$ cat src/rtl/bit_serial_adder.sv
// Bit-serial adder: one shared full-adder cell processes one operand bit per
// clock, LSB first. An addition takes WIDTH RUN cycles followed by a single
// DONE cycle that pulses done. The sum, carry-out and signed overflow then
// hold until the next accepted start.
module bit_serial_adder #(
  parameter int WIDTH = 32
) (
  input  logic             clk,
  input  logic             rst_n,
  input  logic             start,
  input  logic [WIDTH-1:0] src1,
  input  logic [WIDTH-1:0] src2,
  input  logic             cin,
  output logic             busy,
  output logic             done,
  output logic [WIDTH-1:0] result,
  output logic             cout,
  output logic             overflow
);

  localparam int CW = $clog2(WIDTH);
  localparam logic [CW-1:0] LAST = CW'(WIDTH - 1);

  typedef enum logic [1:0] {
    IDLE = 2'd0,
    RUN  = 2'd1,
    DONE = 2'd2
  } state_t;

  state_t           state_q;
  state_t           state_d;

  logic [WIDTH-1:0] a_q;
  logic [WIDTH-1:0] b_q;
  logic             carry_q;
  logic [CW-1:0]    cnt_q;
  logic [WIDTH-1:0] result_q;
  logic             cout_q;
  logic             ovf_q;

  logic [1:0]       fa_out;
  logic             last_bit;

  // The single time-shared cell: returns {carry_out, sum}.
  function automatic logic [1:0] full_add(input logic a, input logic b, input logic c);
    full_add = {(a & b) | (a & c) | (b & c), a ^ b ^ c};
  endfunction

  assign fa_out   = full_add(a_q[cnt_q], b_q[cnt_q], carry_q);
  assign last_bit = (cnt_q == LAST);

  // State register.
  always_ff @(posedge clk or negedge rst_n) begin
    if (!rst_n) state_q <= IDLE;
    else        state_q <= state_d;
  end

  // Next-state and status outputs; start only matters in IDLE.
  always_comb begin
    state_d = state_q;
    busy    = 1'b0;
    done    = 1'b0;
    case (state_q)
      IDLE: begin
        if (start) state_d = RUN;
      end
      RUN: begin
        busy = 1'b1;
        if (last_bit) state_d = DONE;
      end
      DONE: begin
        done    = 1'b1;
        state_d = IDLE;
      end
      default: state_d = IDLE;
    endcase
  end

  // Operand latch, serial sum/carry update and final flag capture.
  // The counter holds at the last index instead of wrapping.
  always_ff @(posedge clk or negedge rst_n) begin
    if (!rst_n) begin
      a_q      <= '0;
      b_q      <= '0;
      carry_q  <= 1'b0;
      cnt_q    <= '0;
      result_q <= '0;
      cout_q   <= 1'b0;
      ovf_q    <= 1'b0;
    end else begin
      case (state_q)
        IDLE: begin
          if (start) begin
            a_q      <= src1;
            b_q      <= src2;
            carry_q  <= cin;
            cnt_q    <= '0;
            result_q <= '0;
            cout_q   <= 1'b0;
            ovf_q    <= 1'b0;
          end
        end
        RUN: begin
          result_q[cnt_q] <= fa_out[0];
          carry_q         <= fa_out[1];
          if (last_bit) begin
            // carry_q here is the carry into the MSB.
            cout_q <= fa_out[1];
            ovf_q  <= carry_q ^ fa_out[1];
          end else begin
            cnt_q <= cnt_q + 1'b1;
          end
        end
        default: ;
      endcase
    end
  end

  assign result   = result_q;
  assign cout     = cout_q;
  assign overflow = ovf_q;

endmodule

$ cat config.mk
export PLATFORM = sky130hd
export DESIGN_NAME = bit_serial_adder
export DESIGN_NICKNAME = d
export VERILOG_FILES = /design/src/rtl/bit_serial_adder.sv
export SDC_FILE = /design/constraint.sdc
export NUM_CORES = 1
export LEC_CHECK = 0
export CAP_MARGIN = 20
export CORE_MARGIN = 2
export CORE_UTILIZATION = 56
export DETAILED_ROUTE_END_ITERATION = 7
export PLACE_DENSITY = 0.86
export SLEW_MARGIN = 20
export SYNTH_ARGS = -nofsm -noshare
export SYNTH_HDL_FRONTEND = slang
export SYNTH_SLANG_ARGS = --single-unit
$ cat constraint.sdc
create_clock -name clk -period 4 [get_ports clk]
set_input_delay 0.4 -clock clk [delete_from_list [all_inputs] [get_ports clk]]
set_output_delay 0.4 -clock clk [all_outputs]
set_load 0.02 [all_outputs]
### Word level (Yosys, flattened, before mapping)

Cells that the tools add are included.

| word-level totals | value |
|---|---|
| bits in registers | 106 |
| bits in latches | 0 |
| memory bits (writable) | 0 |
| memory bits (read-only) | 0 |
| input port bits | 68 |
| word-level logic and storage cells | 57 |
| memories kept | 0 |

| operators by class | value |
|---|---|
| add/sub/neg operators | 1 |
| multiply operators | 0 |
| divide/modulo/power cells | 0 |
| magnitude comparators | 2 |
| equality and inequality tests | 6 |
| shift operators | 0 |
| multiplexer cells | 24 |
| bitwise gates (word level) | 8 |
| reduce and logical (&&, ||, !) cells | 8 |

Operators by type and width:

| cell | number |
|---|---|
| one-hot mux 32 bit (2 select lines) | 1 |
| bitwise mux 32 bit | 1 |
| 2-to-1 mux 32 bit | 1 |
| binary-select mux 1 bit (select 5 bit) | 2 |
| 2-to-1 mux 5 bit | 2 |
| one-hot mux 5 bit (2 select lines) | 1 |
| 2-to-1 mux 1 bit | 9 |
| less-than comparator 5 x 6 -> 1 bit (second input constant) | 1 |
| != test 2 bit (second input constant) | 3 |
| one-hot mux 1 bit (2 select lines) | 3 |
| AND reduction 2 bit | 3 |
| AND reduction 3 bit | 2 |
| adder 5 x 1 -> 5 bit (second input constant) | 1 |
| demux 1 bit (select 5 bit) | 1 |
| == test 5 bit (second input constant) | 1 |
| greater-or-equal comparator 5 x 1 -> 1 bit (second input constant) | 1 |
| 2-to-1 mux 2 bit | 2 |
| one-hot mux 2 bit (2 select lines) | 1 |
| bitwise AND 1 bit | 3 |
| bitwise XOR 1 bit | 3 |
| == test 2 x 1 -> 1 bit (second input constant) | 1 |
| == test 2 bit (second input constant) | 1 |
| logical NOT 2 bit | 1 |
| bitwise OR 1 bit | 2 |
| other kinds (2) | 2 |

### Longest topological paths before layout

Gate-level depths: netlist of the first run.

| logic depth | value |
|---|---|
| depth after elaboration | 8 |
| gate-level depth with buffers | 10 |
| gate-level depth less buffers | 7 |

### Least setup slack after synthesis of the first run

OpenSTA, ideal clock, no wires.

| timing path | value |
|---|---|
| kind | register to register |
| from | reg cnt_q[1] |
| to | reg result_q[0], in the netlist result[0] |
| library setup time | 0.084 ns |
| data arrival time | 2.323 ns |
| required time | 3.916 ns |
| setup slack | 1.594 ns |
| stages on the path, launching flop included | 11 |
| buffers on the path | 3 |
| path through | dfrtp_1 buf_6 buf_6 buf_6 mux2i_1 o221ai_1 a22oi_1 o2111ai_1 fa_1 nand3_1 o21ai_0 |

| between the ends | value |
|---|---|
| cells in the longest elaborated chain, start to end | 6 |
| elaborated cells on any way between the ends | 13 |
| classes of those cells | order compare: 2; mux: 8; bitwise: 2; reduce/logical: 1 |

RTL lines:

| item | line | RTL |
|---|---|---|
| start, declared | 36 | `logic [CW-1:0] cnt_q;` |
| start signal, assigned | 111 | `cnt_q <= cnt_q + 1'b1;` |
| less-than comparator 5 x 6 -> 1 bit (implied by the code), or another cell as far along | 104 | `result_q[cnt_q] <= fa_out[0];` |
| logical AND 1 bit (implied by the code) / 2-to-1 mux 1 bit (equally long branches) | 104, 49 |  |
| 2-to-1 mux 1 bit (implied by the code) / bitwise XOR 1 bit (equally long branches) | 104, 46 |  |
| demux 1 bit (select 5 bit) / bitwise XOR 1 bit (equally long branches) | 104, 46 |  |
| bitwise mux 32 bit * | 104 |  |
| one-hot mux 32 bit (2 select lines) * | 91 | `case (state_q)` |
| end signal, assigned by index | 104 |  |
| end, declared | 37 | `logic [WIDTH-1:0] result_q;` |

Every way passes the cells marked *; elsewhere a longest branch is shown, timed or not. The select of a mux whose other input is x is not followed.
A chain may end at the register's enable or synchronous reset.

### Worst setup path after layout of the first run

Same ends and word-level chain as after synthesis.

==> results of run 1 <==
-- layout make-up --
class | instances | area share
flip-flops and latches | 106 | 0.4189
clock buffers | 9 | 0.01955
well taps | 108 | 0.02133
clock inverters | 7 | 0.009678
multi-input cells | 287 | 0.3545
inverters | 8 | 0.004740
repair buffers | 110 | 0.1712
-- path summary, 6_finish.rpt --
| check | slack [ps] | start | cells after the start | end |
|---|---|---|---|---|
| worst max-delay path | 690 | cnt_q[1] | 8 | result[0] |
| worst min-delay path | 20 | rst_n | 1 | b_q[9] |
| worst max register to register | 690 | cnt_q[1] | 8 | result[0] |
| worst min register to register | 510 | cout | 1 | cout |
| max in group asynchronous | 3110 | rst_n | 2 | result[3] |
| min in group clk | 510 | cout | 1 | cout |
-- routing by layer --
metal,vias to the layer above,part of all wire,track usage
met3,24,0.065,0.04919
met1,1932,0.41,0.3649
met4,0,0.026,0.08535
li1,1767,-,-
met5,-,0,0
met2,178,0.50,0.4127
-- Yosys cell counts (2+ instances only) --
| cell | n |
|---|---|
| a21oi_1 | 34 |
| a22o_1 | 2 |
| and3_1 | 2 |
| and3b_1 | 3 |
| buf_1 | 2 |
| buf_2 | 15 |
| buf_4 | 3 |
| buf_6 | 3 |
| clkbuf_1 | 10 |
| dfrtp_1 | 106 |
| ha_1 | 5 |
| inv_1 | 6 |
| mux2_2 | 65 |
| mux2i_1 | 28 |
| mux4_1 | 2 |
| nand2_1 | 4 |
| nand2b_1 | 4 |
| nand3_1 | 15 |
| nand3b_1 | 6 |
| nor2_1 | 7 |
| nor3_1 | 5 |
| nor3b_1 | 3 |
| nor3b_2 | 2 |
| o21ai_0 | 67 |
| o21bai_1 | 2 |
| o221ai_1 | 5 |
| o32ai_1 | 5 |
| or3_1 | 3 |
| or3b_2 | 2 |
| xnor2_1 | 2 |
-- registers in the layout, indices dropped and copies added (netlist names) --
signal / count
cout: 1
overflow: 1
a_q: 32
b_q: 32
carry_q: 1
cnt_q: 5
state_q: 2
result: 32
-- through the flow --
stage	power (mW)	utilization	hold slack (ps)	cells	setup slack (ps)
finish	4.979	0.7229	19.80	635	689.7
global route	5.317	0.7229	89.19	635	528.7
CTS	4.969	0.7224	201.2	635	731.5
detailed placement	4.336	0.7013	483.2	619	773.4
global placement	4.227	0.7013	481.8	619	920.5
floorplan	3.544	-	104.4	434	1594
-- kinds of logic (layout without fill, tap and decap cells) --
logic type,Yosys count,in the layout,share of synthesized area
fa+ha+maj,6,6,0.01620
flops,106,106,0.5202
simple gates,58,58,0.06847
xor+xnor,3,3,0.005154
compound gates,124,124,0.1362
mux,96,96,0.2133
buf+inv,41,134,0.04049
-- power breakdown --
part	internal (mW)	switching (mW)	total, mW
clock	0.238	0.396	0.634
combinational	1.14	1.20	2.33
sequential	1.55	0.456	2.01
total	2.93	2.05	4.98
==> key figures, run 1 <==
Timing
  • Final setup vio count: 0
  • Hold Vio Cnt, Final: 0
  • Clock skew: 16.45 ps
  • Period utilization: 0.8276
  • FMAX: 0.3021 GHz
  • RSZ-0062 raised after global routing: no
  • Slew HR: 0.3707
  • Max Slew Vio Count: 0
  • Crit path time final: 3310 ps
  • Worst Max-Slew Pin Slew: 944.0 ps
  • Total Neg Setup Slack: 0 ps

Routing
  • Via Count: 3901
  • Vias per std cell: 6.143
  • ANT nets after route: 0
  • WL per Instance: 18.98 um
  • Pre-Repair DR Iteration Count: 6
  • 1st-iter DRT viols: 292
  • WL final: 12060 um
  • DRC Markers: 0

Die
  • # rows: 34
  • Io pins: 104
  • Die width: 99.42 um
  • Total Die Area: 9884 um2
  • Core box area: 8763 um2
  • Starting Density: 0.5818
  • Die height: 99.42 um

Global routing
  • Initial antenna violation count: 0
  • First-pass GRT wire length: 20130 um
  • Largest net degree at the start of global routing: 80
  • Global route overflow: 0
  • Vias in the first global route: 3869
  • GRT Util Overall: 0.2598

Yosys
  • Area contributors post-synth: dfrtp_1, mux2_2, o21ai_0, mux2i_1, a21oi_1
  • Yosys reg bits: 106
  • Ys async rst share: 1.000
  • Net count after synthesis: 508
  • Syn. warnings: 0
  • Sequential area share after synthesis: 0.5202
  • Cell count after synthesis: 434
  • Avg Inst Size Synth: 11.75 um2
  • Number of flops mapped to enable cells by yosys: 0
  • Main synth FF type: dfrtp_1
  • Cell area after synthesis: 5099 um2
  • Dominant cell type by area after synthesis: dfrtp_1
  • Yosys cell types: 46
  • Synth top area share: 0.5202

Cells and area
  • Post-Layout Inst Area: 6335 um2
  • Number of diodes: 0
  • Layout cells sized above 1: 0.1822
  • Filler cells: 616
  • Commonest cells after routing, fill and taps aside: dfrtp_1, clkdlybuf4s50_1, o21ai_0
  • Commonest non-fill, non-tap cell in the layout: dfrtp_1
  • Area delta synth->final: 24.25%
  • Register area: 2654 um2
  • Area of the multi-input gates: 2246 um2
  • Nets: 596

Critical path
  • Crit path max-delay family: flip-flops
  • Largest stage delay, worst path: 860 ps
  • Slowest-stage cell, CP: dfrtp_2
  • CP cell instances: buf_4 > mux2i_1 > o221ai_1 > a22oi_1 > o2111ai_1 > fa_1 > nand3_1 > o21ai_0
  • Critical path data required time: 4280 ps
  • Critical path arrival: 3590 ps
  • Setup CP Type: flop to flop
  • CP Capture Type: flop
  • Number of buffers and inverters on the critical path: 1
  • Critical path launch point type: flop
  • CP max FO: 26

Clock network
  • Post-CTS Setup Bufs: 0
  • Clock Sinks: 106
  • CTS tree: done
  • Max H-tree Level: 3
  • CTS max path bufs: 2
  • Resized cells post-CTS: 0
  • Clock Tree Root: clkbuf_8
  • CTS buffer count: 9
  • Worst skew pair latency: 390 ps
  • Cts hold-fix bufs: 0
  • CTS clk-pin slew, worst paths: 110 ps

Place
  • Placed Area: 6146 um2
  • Gpl congestion: 0.8349
  • DP HPWL: 8333 um
  • Port bufs: 103

Pwr
  • PD cells: 786.0 nW/um2
  • Peak VDD IR: 375.4 uV
  • Static leakage: 2.620 nW

Flow run
  • MaxCap Viol Count: 0

Worst hold path
  • Worst min-delay path category: primary input to async pin

Run status
  • Status: complete, no violations
(Power assumes the default switching activity.)
==> run 2: changes to the inputs <==
--- a/config.mk
+++ b/config.mk
@@ -7,9 +7,9 @@
 export LEC_CHECK = 0
 export CAP_MARGIN = 20
 export CORE_MARGIN = 2
-export CORE_UTILIZATION = 56
+export CORE_UTILIZATION = 47
 export DETAILED_ROUTE_END_ITERATION = 7
-export PLACE_DENSITY = 0.86
+export PLACE_DENSITY = 0.77
 export SLEW_MARGIN = 20
 export SYNTH_ARGS = -nofsm -noshare
 export SYNTH_HDL_FRONTEND = slang
==> constraint.sdc (replaced) <==
create_clock -name clk -period 2.9 [get_ports clk]
set_input_delay 0.29 -clock clk [delete_from_list [all_inputs] [get_ports clk]]
set_output_delay 0.29 -clock clk [all_outputs]
set_load 0.02 [all_outputs]
==> run 2 against run 1 <==
Against the previous run:
- count of clock-buffer cells in the layout grew 2
- critical path depth down 1
- clock power rose by 39%
- register-to-register slack worse by 480 ps
- combinational power is 47% higher
- clock skew shrank 3.0 ps
- critical path type unchanged
- largest power group unchanged
==> key figures, run 2 (synthesis gave the netlist of run 1 again) <==
Pwr
  • Peak VDD IR: 510.2 uV (+36%)
  • Switch share: 0.3970 (-0.01503)
  • Power Internal: 4.203 mW (+44%)
  • Flop pwr share: 0.382 (-0.022)
  • Sw power: 2.767 mW (+35%)
  • Static leakage: 2.658 nW (+1.5%)
  • Clock share of power: 0.127 (about the same)
  • Combinational power share: 0.491 (+0.022)
  • PD cells: 1079 nW/um2 (+37%)
  • Total chip power: 6.970 mW (+40%)

Die
  • Core box area: 10700 um2 (+22%)
  • Die height: 108.2 um (+8.8%)
  • Starting Density: 0.4766 (-0.1052)
  • Total Die Area: 11700 um2 (+18%)
  • # rows: 38 (+12%)
  • Io pins: 104 (unchanged)
  • Die width: 108.2 um (+8.8%)

Routing
  • Via Count: 3868 (-0.85%)
  • DRC Markers: 0 (unchanged)
  • Pre-Repair DR Iteration Count: 4 (-2)
  • 1st-iter DRT viols: 183 (-37%)
  • ANT nets after route: 0 (unchanged)
  • WL final: 11830 um (-1.9%)
  • WL per Instance: 17.61 um (-7.3%)
  • Vias per std cell: 5.756 (-6.3%)

Clock network
  • CTS max path bufs: 2 (unchanged)
  • Clock Sinks: 106 (unchanged)
  • Post-CTS Setup Bufs: 0 (unchanged)
  • CTS tree: done
  • Max H-tree Level: 3 (unchanged)
  • Resized cells post-CTS: 0 (unchanged)
  • Cts hold-fix bufs: 0 (unchanged)
  • Worst skew pair latency: 370 ps (-20 ps)
  • Clock Tree Root: clkbuf_8
  • CTS buffer count: 9 (unchanged)
  • CTS clk-pin slew, worst paths: 100 ps (about the same)

Timing
  • Worst setup margin: 214.0 ps (-475.7 ps)
  • Period utilization: 0.9262 (+0.09863)
  • Max Slew Vio Count: 0 (unchanged)
  • Hold Vio Cnt, Final: 0 (unchanged)
  • Final setup vio count: 0 (unchanged)
  • RSZ-0062 raised after global routing: no
  • Total Neg Setup Slack: 0 ps (unchanged)
  • Worst Max-Slew Pin Slew: 974.7 ps (+30.68 ps)
  • Clock skew: 13.47 ps (-2.979 ps)
  • Crit path time final: 2686 ps (-624.3 ps)
  • Slew HR: 0.3502 (-0.02045)
  • FMAX: 0.3723 GHz (+23%)

Critical path
  • FF-to-FF path depth: 7 (-1)
  • Crit path from: cnt_q[3]
  • Critical path data required time: 3140 ps (-1140 ps)
  • Largest stage delay, worst path: 680 ps (-180 ps)
  • CP Capture Type: flop
  • Crit path max-delay family: simple AND/OR/NAND/NOR gates
  • Worst r2r src: cnt_q[3]
  • Number of buffers and inverters on the critical path: 0 (-1)
  • CP cell instances: or3b_2 > o221ai_1 > a22oi_1 > o2111ai_1 > fa_2 > nand3_1 > o21ai_0
  • Setup CP Type: flop to flop
  • Critical Path Stages: 7 (-1)
  • Slowest-stage cell, CP: dfrtp_1
  • Critical path launch point type: flop
  • Critical path arrival: 2920 ps (-670 ps)
  • CP max FO: 20 (-23%)

Place
  • Inst Count DP: 657 (+6.1%)
  • Post-Place Worst Slack: 108.3 ps (-665.1 ps)
  • DP HPWL: 8499 um (+2.0%)
  • Port bufs: 103 (unchanged)
  • Gpl congestion: 0.8206 (-1.7%)

Run status
  • Status: complete, no violations

Global routing
  • Vias in the first global route: 3904 (+0.90%)
  • Largest net degree at the start of global routing: 80 (unchanged)
  • Global route overflow: 0 (unchanged)
  • Initial antenna violation count: 0 (unchanged)
  • First-pass GRT wire length: 19360 um (-3.8%)
  • GRT Util Overall: 0.2133 (-0.04651)

Cells and area
  • Nets: 602 (+1.0%)
  • Filler cells: 885 (+44%)
  • Area delta synth->final: 26.65%
  • Number of diodes: 0 (unchanged)
  • Non-filler instance count after layout: 672 (+5.8%)
  • Commonest cells after routing, fill and taps aside: dfrtp_1, clkdlybuf4s50_1, o21ai_0
  • Layout cells sized above 1: 0.1936 (+0.01145)
  • Commonest non-fill, non-tap cell in the layout: dfrtp_1

Worst hold path
  • Worst min-delay path category: primary input to async pin

Flow run
  • MaxCap Viol Count: 0 (unchanged)
-- run 2: cell count changes in the layout (fill, tap and decap cells not counted), sizes merged --
cell / previous run / this run
inv: 10 / 8
clkbuf: 9 / 11
clkinvlp: 1 / 0
bufinv: 0 / 1
buf: 8 / 14
clkinv: 4 / 3
-- run 2: routing by layer --
metal	track usage	vias to the layer above	share of wire
met1	0.2888	1929	0.44
met4	0.09066	0	0.020
li1	-	1784	-
met3	0.03134	18	0.053
met2	0.3446	137	0.49
met5	0	-	0
-- run 2: final timing paths --
path | end | slack, ps
max in group asynchronous | a_q[25] | 2060
max | result[11] | 210
min reg2reg | result[13] | 510
min | a_q[16] | 80
max reg2reg | result[11] | 210
min in group clk | result[13] | 510
-- run 2: power groups by stage --
stage	clock network (mW)	logic, mW	registers [mW]
after CTS	0.899	3.38	2.67
after floorplan	0	2.25	2.64
after global placement	0	3.24	2.67
final	0.884	3.42	2.66
after global routing	0.961	3.75	2.75
after detailed placement	0	3.37	2.69
-- run 2: final cells by class --
type,instances,area [um2],area share
clock buffers,11,131.4,0.02034
flip-flops and latches,106,2654,0.4110
clock inverters,4,52.55,0.008138
well taps,140,175.2,0.02713
repair buffers,116,1151,0.1783
multi-input cells,287,2263,0.3505
inverters,8,30.03,0.004650
-- run 2: per-stage QoR --
stage               hold WS, ps  cell area [um2]  utilization
floorplan                -5.591             5099            -
global placement          485.0             6256       0.5848
detailed placement        489.9             6256       0.5848
CTS                       106.5             6440       0.6020
global route              133.3             6457       0.6036
finish                    75.16             6457       0.6036
==> run 3: changes to the inputs <==
--- a/config.mk
+++ b/config.mk
@@ -8,6 +8,7 @@
 export CAP_MARGIN = 20
 export CORE_MARGIN = 2
 export CORE_UTILIZATION = 47
+export CTS_CLUSTER_DIAMETER = 60
 export DETAILED_ROUTE_END_ITERATION = 7
 export PLACE_DENSITY = 0.77
 export SLEW_MARGIN = 20
==> results of run 3 <==
Final layout, timing and power as in run 2 (identical DEF).
